### src/rtl/result_writeback_pkg.sv
// Shared types for the result write-back block: FSM state encoding and
// a small helper used to size the word index.
package result_writeback_pkg;

   typedef enum logic [1:0] {
      ST_IDLE  = 2'd0,
      ST_WRITE = 2'd1,
      ST_DONE  = 2'd2
   } state_e;

   // Width of an index over n items, never less than one bit.
   function automatic int idx_width(input int n);
      return (n > 1) ? $clog2(n) : 1;
   endfunction

endpackage

### src/rtl/result_writeback.sv
// Result write-back: captures a packed block of DEPTH result words and
// writes them one per accepted memory request at consecutive addresses.
//
// Optional feature macro: RESULT_WRITEBACK_PTR_AUTO_EN
//   undefined : pointer reloads base_addr on every capture
//   defined   : pointer loads base_addr only on the first capture after
//               reset; later blocks continue after the last written word
//
// state    | meaning
// ---------+----------------------------------------------------------
// ST_IDLE  | waiting for a block, in_ready=1
// ST_WRITE | issuing writes, word[index] at the write pointer
// ST_DONE  | single-cycle done pulse, then back to idle
module result_writeback
   import result_writeback_pkg::*;
#(
   parameter int WIDTH  = 8,
   parameter int DEPTH  = 4,
   parameter int ADDR_W = 8
) (
   input  logic                      clk,
   input  logic                      rst,
   input  logic                      in_valid,
   input  logic [2*WIDTH*DEPTH-1:0]  in_data,
   output logic                      in_ready,
   input  logic [ADDR_W-1:0]         base_addr,
   output logic                      mem_wr_en,
   output logic [ADDR_W-1:0]         mem_wr_addr,
   output logic [2*WIDTH-1:0]        mem_wr_data,
   input  logic                      mem_wr_ready,
   output logic                      busy,
   output logic                      done
);

   localparam int WW    = 2 * WIDTH;
   localparam int IDX_W = idx_width(DEPTH);
   localparam logic [IDX_W-1:0] LAST_IDX = IDX_W'(DEPTH - 1);

   state_e             state_q, state_d;
   logic [WW-1:0]      buf_q [DEPTH];
   logic [WW-1:0]      buf_d [DEPTH];
   logic [IDX_W-1:0]   idx_q, idx_d;
   logic [ADDR_W-1:0]  ptr_q, ptr_d;
`ifdef RESULT_WRITEBACK_PTR_AUTO_EN
   logic               first_q, first_d;
`endif

   // Outputs decode straight from registered state so they stay stable
   // for as long as the memory withholds mem_wr_ready.
   always_comb begin
      in_ready    = (state_q == ST_IDLE);
      busy        = (state_q != ST_IDLE);
      mem_wr_en   = (state_q == ST_WRITE);
      done        = (state_q == ST_DONE);
      mem_wr_addr = ptr_q;
      mem_wr_data = buf_q[idx_q];
   end

   // Next-state, buffer capture, index and pointer advance.
   always_comb begin
      state_d = state_q;
      buf_d   = buf_q;
      idx_d   = idx_q;
      ptr_d   = ptr_q;
`ifdef RESULT_WRITEBACK_PTR_AUTO_EN
      first_d = first_q;
`endif
      case (state_q)
         ST_IDLE: begin
            if (in_valid) begin
               for (int k = 0; k < DEPTH; k++) begin
                  buf_d[k] = in_data[WW*k +: WW];
               end
               idx_d = '0;
`ifdef RESULT_WRITEBACK_PTR_AUTO_EN
               // Pointer already sits one past the previous block's last word.
               if (first_q) begin
                  ptr_d = base_addr;
               end
               first_d = 1'b0;
`else
               ptr_d = base_addr;
`endif
               state_d = ST_WRITE;
            end
         end
         ST_WRITE: begin
            if (mem_wr_ready) begin
               idx_d = idx_q + IDX_W'(1);
               ptr_d = ptr_q + ADDR_W'(1);
               if (idx_q == LAST_IDX) begin
                  state_d = ST_DONE;
               end
            end
         end
         ST_DONE: begin
            state_d = ST_IDLE;
         end
         default: begin
            state_d = ST_IDLE;
         end
      endcase
   end

   // State and datapath registers; reset clears everything, aborting any block.
   always_ff @(posedge clk) begin
      if (rst) begin
         state_q <= ST_IDLE;
         idx_q   <= '0;
         ptr_q   <= '0;
         for (int k = 0; k < DEPTH; k++) begin
            buf_q[k] <= '0;
         end
`ifdef RESULT_WRITEBACK_PTR_AUTO_EN
         first_q <= 1'b1;
`endif
      end else begin
         state_q <= state_d;
         idx_q   <= idx_d;
         ptr_q   <= ptr_d;
         for (int k = 0; k < DEPTH; k++) begin
            buf_q[k] <= buf_d[k];
         end
`ifdef RESULT_WRITEBACK_PTR_AUTO_EN
         first_q <= first_d;
`endif
      end
   end

endmodule

### config.mk
export PLATFORM = sky130hd
export DESIGN_NAME = result_writeback
export DESIGN_NICKNAME = d
export VERILOG_FILES = /design/src/rtl/result_writeback_pkg.sv /design/src/rtl/result_writeback.sv
export SDC_FILE = /design/constraint.sdc
export NUM_CORES = 1
export LEC_CHECK = 0
export ABC_AREA = 1
export CORE_ASPECT_RATIO = 2
export CORE_MARGIN = 1.5
export CORE_UTILIZATION = 52
export CTS_BUF_LIST = sky130_fd_sc_hd__clkbuf_8
export DETAILED_ROUTE_END_ITERATION = 16
export GPL_TIMING_DRIVEN = 0
export PLACE_DENSITY = 0.95
export SYNTH_ARGS = -nofsm -noshare
export SYNTH_HDL_FRONTEND = slang
export SYNTH_SLANG_ARGS = --single-unit
### constraint.sdc
create_clock -name clk -period 3.1 [get_ports clk]
set_input_delay 0.62 -clock clk [delete_from_list [all_inputs] [get_ports clk]]
set_output_delay 0.62 -clock clk [all_outputs]
set_load 0.005 [all_outputs]
Word level (Yosys, flattened, before mapping)
Cells that the tools add are included.

word-level totals
  bits in registers = 76
  latch bits = 0
  memory bits (writable) = 0
  ROM bits = 0
  bits of input ports = 76
  output and inout port bits = 28
  word-level logic and storage cells = 36
  memories kept = 0

operators by class
  $add $sub $neg = 2
  multipliers = 0
  div/mod/pow operators = 0
  $lt $le $gt $ge = 1
  equality and inequality tests = 6
  shifts and indexed selects = 0
  multiplexer cells = 13
  bitwise operators = 1
  reduce and logical (&&, ||, !) cells = 6

operators by type and width
  kind                 count
  $bmux 16 s2          1
  $mux 16              2
  $mux 8               2
  $pmux 8 s2           1
  $mux 2               5
  $add 8x1->8 const B  1
  $pmux 2 s2           2
  $reduce_and 3->1     2
  $eq 2x2->1 const B   2
  $ne 2x1->1 const B   2
  $reduce_bool 2->1    2
  $ge 3x3->1 const B   1
  $not 2->3            1
  $add 2x1->2 const B  1
  $eq 2x1->1 const B   1
  $logic_not 2->1      1
  $ne 2x2->1 const B   1
  $reduce_and 2->1     1

Depth between registers and ports, before layout
Gate-level depths: netlist of the first run.

  word-level depth = 4
  gate-level depth with buffers = 9
  mapped depth without buffers = 8

Least setup slack after synthesis of the first run
Ideal clock, no wire load.

  kind = reg-to-output
  start point = reg idx_q[0]
  end point = out mem_wr_data[10]
  arrival time = 0.980 ns
  data required time = 2.480 ns
  setup slack = 1.500 ns
  stages on the path, launching flop included = 5
  buffers on the path = 1
  path through = dfxtp_1 > inv_1 > buf_1 > nor2_1 > o22ai_1

between the ends
  word-level cells in the longest chain between the ends = 4

RTL lines
  what                                        line                     text
  start, declared                             result_writeback.sv:42   logic [IDX_W-1:0] idx_q, idx_d;
  start signal, assigned                      result_writeback.sv:119  idx_q <= idx_d;
  $not 2->3 (not written as such)             result_writeback.sv:56   mem_wr_data = buf_q[idx_q];
  $bmux 16 s2                                 result_writeback.sv:56
  $mux 16 (not written as such) (2 in a row)  result_writeback.sv:56
  end, declared                               result_writeback.sv:29   output logic [2*WIDTH-1:0] mem_wr_data,

No other way between the ends. The select of a mux whose other input is x is not followed.

Final worst setup path of the first run
  start point = reg idx_q[0]
  end point = out mem_wr_data[5]

Same word-level chain as after synthesis.

==> impl_metrics.tcl, run 1 <==
set metrics [dict create \
    power.density_nw_per_um2 519 \
    antenna_found_initial 0 \
    gp_congestion 0.964 \
    crit_buf_inv 3 \
    multi_input_area_um2 1580 \
    cp_top_family "buffers and inverters" \
    fmax_ghz 0.343 \
    synth_cell_type_count 26 \
    irDropWorstVdd_mv 0.379 \
    drive_gt1_share_pct 7.23 \
    synth_compound_gate_area_share_pct 21.3 \
    grt_use_met3_pct 7.69 \
    p_switching_mw 0.696 \
    critPathLaunchType "register" \
    setup_ws_ns 0.186 \
    htree_levels 3 \
    die_w_um 59.9 \
    worst_hold_path_type "register to register" \
    seq_area_frac_synth_pct 45.1 \
    r2r_start "state_q[1]$_SDFFE_PP0P_" \
    worstPathMaxFanout 10 \
    ys_seq_elements 76 \
    relSlewSlack_pct 63.8 \
    grt_start_max_net_pins 12 \
    maxCapViolations 0 \
    critPathMaxStageDelay_ns 0.55 \
    finClkSkew_ns 0.00387 \
    post-place-ws_ns 0.628 \
    synth_warnings 0 \
    final_util_pct 74.6 \
    synth-xor-area-share_pct 0 \
    setup-tns-final_ns 0 \
    cts_setup_buffers 0 \
    grt_pass1_wl_mm 17.2 \
    reg2regPathDepth 6 \
    overflow 0 \
    cts-root-buf "clkbuf_8" \
    end_kind "output pin" \
    place_hpwl_mm 8.13 \
    finalCritPeriodShare_pct 94.0 \
    crit_required_ns 2.48 \
    cts_tree "built" \
    vias 3754 \
    antennaDiodeCount 0 \
    cts-buffers-inserted 9 \
    ios 104 \
    hold_violations 0 \
    tightestPinTransition_ns 0.542 \
    synth_fa_ha_area_share_pct 0.742 \
    areaGrowthSynthToFinish_pct 39.7 \
    drtIter0Drc 266 \
    drc 0 \
    hold_path_end "buf_q[25]$_SDFFE_PP0P_" \
    track_usage_pct 33.3 \
    fin_crit_ns 2.91 \
    p_comb_share_pct 23.3 \
    numPortBuffers 103 \
    die-area_um2 7000 \
    design_area_um2 4710 \
    grt_pass1_vias 3856 \
    wl_mm 11.1 \
    seqPwrFrac_pct 45.9 \
    dpl-instance-area_um2 4510 \
    clk_pin_slew_ns 0.07 \
    clock_latency_ns 0.36 \
    use_met2_pct 61.9 \
    yosys.area_share.simple_pct 24.9 \
    synth_top_family_by_area "simple AND/OR/NAND/NOR gates" \
    syn_inst 476 \
    setup-violations-final 0 \
    nets 668 \
    worstHoldStart "buf_q[25]$_SDFFE_PP0P_" \
    core.rowCount 41 \
    min_delay_path_depth 2 \
    post_cts_resized 0 \
    status "complete, no violations" \
    rsz0062_at_grt "no" \
    drtPass1Iterations 5 \
    drv_slew 0 \
    cts_hold_buffers 0 \
    syn-num-nets 554 \
    die_height_um 117 \
    cp_cell_sequence "inv_1 -> clkbuf_1 -> nor2_1 -> o22ai_1 -> clkdlybuf4s50_1" \
    grtUsageMet1_pct 29.7 \
    clockBufferDepth 2 \
    p_int_mw 1.75 \
    detail_route.wl_per_cell_um 16.3 \
    muxShareOfSynthArea_pct 0 \
    power.total_mw 2.44 \
    crit_arrival_ns 2.29 \
    critical_path_class "register to output pin" \
    core_area_um2 6310 \
    busiest_layer "met2" \
    r2r-end "buf_q[17]$_SDFFE_PP0P_" \
    leakagePower_nw 1.92 \
    routed_via_density 5.51 \
    r2r_slack_ns 1.64 \
    regArea_um2 1520 \
    p_clk_share_pct 30.8 \
    synthesis.area_um2 3370 \
    cts_sinks 76 \
    fill_cells 472 \
    swShare_pct 28.5 \
    crit_start "idx_q[0]$_SDFFE_PP0P_" \
    worst_path_max_delay_cell "clkdlybuf4s50_1" \
    syn_avg_cell_area_um2 7.08 \
    floorplan.initialDensity_pct 53.4 \
    antenna_left 0 \
]
## worst register-to-register path: stages, from the launching register on
cell	delay, ns
dfxtp_1	0.37
nor2_4	0.17
nand2_4	0.09
buf_6	0.16
clkbuf_2	0.17
o21ai_0	0.30
nor2_1	0.09
## Yosys cell counts (all sizes together)
library cell	n	area share, %
a211oi	1	0.22
a21oi	7	1.2
a31oi	2	0.37
buf	13	3.5
clkbuf	18	2.1
dfxtp	76	45
ha	2	0.74
inv	20	2.2
nand2	27	3.4
nand3	7	1.0
nor2	175	20
nor4	1	0.19
o21ai	109	17
o22ai	16	3.0
or2	2	0.37
## final cells by class
type	instances	area share, %
buffer	31	4.04
inverter	20	1.59
tap	86	2.28
multi-input combinational	349	33.6
clock buffer	14	4.09
timing repair buffer	103	21.9
sequential	76	32.3
clock inverter	2	0.159
## stage by stage
| step | hold WS, ns | instances |
|---|---|---|
| 6_report | 0.480 | 681 |
| 2_1_floorplan | 0.449 | 476 |
| 5_1_grt | 0.510 | 681 |
| 3_5_place_dp | 0.467 | 665 |
| 4_1_cts | 0.484 | 681 |
| 3_3_place_gp | 0.463 | 665 |
## placed cells by master (no fill, tap or decap), drive strengths merged, types with 13 or more instances in the layout
cell type and n:
clkdlybuf4s50 103, o21ai 109, buf 13, dfxtp 76
clkbuf 32, inv 22, nor2 175, nand2 27
o22ai 16
## flip-flops by register name, summed over array words and instances (netlist names)
register,flops
mem_wr_addr,8
idx_q,2
buf_q,64
state_q,2
## layer usage
metal / wire length, um / share of wire [%]
met3: 643 / 5.8
met5: 0 / 0
met1: 3620 / 33
met2: 6160 / 55
met4: 688 / 6.2
## worst max-delay path by stage
stage,to,slack [ns],cells past startpoint
6_report,mem_wr_data[5],0.19,5
5_1_grt,mem_wr_data[9],0.03,5
4_1_cts,mem_wr_data[5],0.23,5
3_5_place_dp,mem_wr_data[5],0.63,5
3_3_place_gp,mem_wr_data[5],0.65,5
2_1_floorplan,mem_wr_data[10],1.50,4
## power by group through the flow
stage          Sequential [mW]  Combinational, mW  Clock (mW)
2_1_floorplan             1.12              0.279           0
3_3_place_gp              1.13              0.540           0
3_5_place_dp              1.14              0.556           0
4_1_cts                   1.12              0.563       0.744
5_1_grt                   1.13              0.619       0.797
6_report                  1.12              0.569       0.753
## kinds of logic (layout without fill, tap and decap cells)
| kind of cell | after synthesis | count (layout) |
|---|---|---|
| simple gates | 212 | 212 |
| compound gates | 135 | 135 |
| flops | 76 | 76 |
| buf+inv | 51 | 170 |
| fa+ha+maj | 2 | 2 |
Note: power is estimated with default switching activity, not from simulation.
==> run 2, diff against run 1 <==
Settings changed: RECOVER_POWER from default to 100.
==> impl_metrics.tcl, run 2 (synthesis gave the netlist of run 1 again) <==
set metrics [dict create \
    worstPathMaxFanout 10 \
    gp_congestion 0.964 \
    antenna_left 0 \
    die_height_um 117 \
    maxCapViolations 0 \
    fin_cells 681 \
    grt_pass1_wl_mm 17.2 \
    power.density_nw_per_um2 517 \
    finClkSkew_ns 0.00334 \
    fin_crit_ns 2.93 \
    final_common_cell "nor2_1" \
    fmax_ghz 0.341 \
    critPathMaxStageDelay_ns 0.61 \
    crit_buf_inv 3 \
    finalCritPeriodShare_pct 94.5 \
    hold_violations 0 \
    post_cts_resized 0 \
    fill_cells 479 \
    relSlewSlack_pct 64.3 \
    end_kind "output pin" \
    tightestPinTransition_ns 0.535 \
    largest_reg_flops 64 \
    numPortBuffers 103 \
    drtIter0Drc 225 \
    cts_tree "built" \
    leakagePower_nw 1.95 \
    irDropWorstVdd_mv 0.371 \
    die_w_um 59.9 \
    grt_pass1_vias 3856 \
    cts_hold_buffers 0 \
    overflow 0 \
    cts_setup_buffers 0 \
    critical_path_class "register to output pin" \
    drive_gt1_share_pct 6.05 \
    cp_cell_sequence "inv_1 -> clkbuf_1 -> nor2_1 -> o22ai_1 -> dlygate4sd3_1" \
    wl_mm 11.1 \
    crit_required_ns 2.48 \
    setup-tns-final_ns 0 \
    clk_pin_slew_ns 0.07 \
    areaGrowthSynthToFinish_pct 38.6 \
    routed_via_density 5.59 \
    crit_arrival_ns 2.31 \
    cts-buffers-inserted 9 \
    drc 0 \
    top_register "buf_q" \
    antennaDiodeCount 0 \
    die-area_um2 7000 \
    track_usage_pct 33.3 \
    ios 104 \
    nets 668 \
    critPathLaunchType "register" \
    clock_latency_ns 0.36 \
    cp_top_family "buffers and inverters" \
    floorplan.initialDensity_pct 53.4 \
    setup-violations-final 0 \
    rsz0062_at_grt "no" \
    worst_hold_path_type "register to register" \
    layout_common_cells "174 x nor2_1, 106 x o21ai_0, 80 x clkdlybuf4s50_1, 76 x dfxtp_1, 26 x nand2_1" \
    core.rowCount 41 \
    detail_route.wl_per_cell_um 16.2 \
    status "complete, no violations" \
    htree_levels 3 \
    vias 3805 \
    drtPass1Iterations 6 \
    worst_path_max_delay_cell "dlygate4sd3_1" \
    core_area_um2 6310 \
    place_hpwl_mm 8.13 \
    drv_slew 0 \
    cts_sinks 76 \
    clockBufferDepth 2 \
    antenna_found_initial 0 \
    grt_start_max_net_pins 12 \
    cts-root-buf "clkbuf_8" \
    dp_cells 665 \
    final_util_pct 74.1 \
]
==> run 2: worst paths after layout <==
check | from | to | slack [ns] | depth (start not counted)
setup / recovery | idx_q[0]$_SDFFE_PP0P_ | mem_wr_data[3] | 0.17 | 5
hold / removal | buf_q[25]$_SDFFE_PP0P_ | buf_q[25]$_SDFFE_PP0P_ | 0.48 | 2
setup reg to reg | state_q[1]$_SDFFE_PP0P_ | mem_wr_addr[3]$_SDFFE_PP0P_ | 1.16 | 7
hold reg to reg | buf_q[25]$_SDFFE_PP0P_ | buf_q[25]$_SDFFE_PP0P_ | 0.48 | 2
==> run 2: final cells by class <==
type | count | area (um2) | share of cell area (%)
Sequential cell | 76 | 1520 | 32.6
Tap cell | 86 | 108 | 2.30
Timing Repair Buffer | 103 | 1030 | 22.1
Clock buffer | 14 | 193 | 4.12
Inverter | 20 | 75.1 | 1.61
Buffer | 31 | 179 | 3.83
Multi-Input combinational cell | 349 | 1560 | 33.4
Clock inverter | 2 | 7.51 | 0.161
==> run 2: report_power, final <==
| part | internal, mW | switching, mW |
|---|---|---|
| clock | 0.395 | 0.356 |
| sequential | 1.06 | 0.0579 |
| combinational | 0.269 | 0.274 |
==> run 2: worst reg2reg max path, stage by stage, from the launching register on <==
cell and delay [ns]:
dfxtp_1 0.35, nor2_1 0.20, nand2_1 0.19, nand2_1 0.15, clkbuf_1 0.39, o21ai_0 0.31
o21ai_1 0.19, nor2_1 0.05
==> run 2: per-stage QoR <==
stage | hold WS (ns) | power, mW | setup WS (ns) | instance area (um2)
floorplan | 0.449 | 1.40 | 1.50 | 3370
global placement | 0.463 | 1.67 | 0.650 | 4510
detailed placement | 0.467 | 1.69 | 0.628 | 4510
CTS | 0.484 | 2.43 | 0.226 | 4710
global route | 0.510 | 2.52 | 0.0270 | 4670
finish | 0.481 | 2.41 | 0.169 | 4670
==> run 2: metal layers <==
layer / GRT usage (%) / vias to the layer above / part of all wire [%]
met3: 7.69 / 60 / 6.2
met4: 23.6 / 0 / 6.6
met2: 61.9 / 214 / 55
li1: - / 1788 / -
met1: 29.7 / 1743 / 32
met5: 0 / - / 0
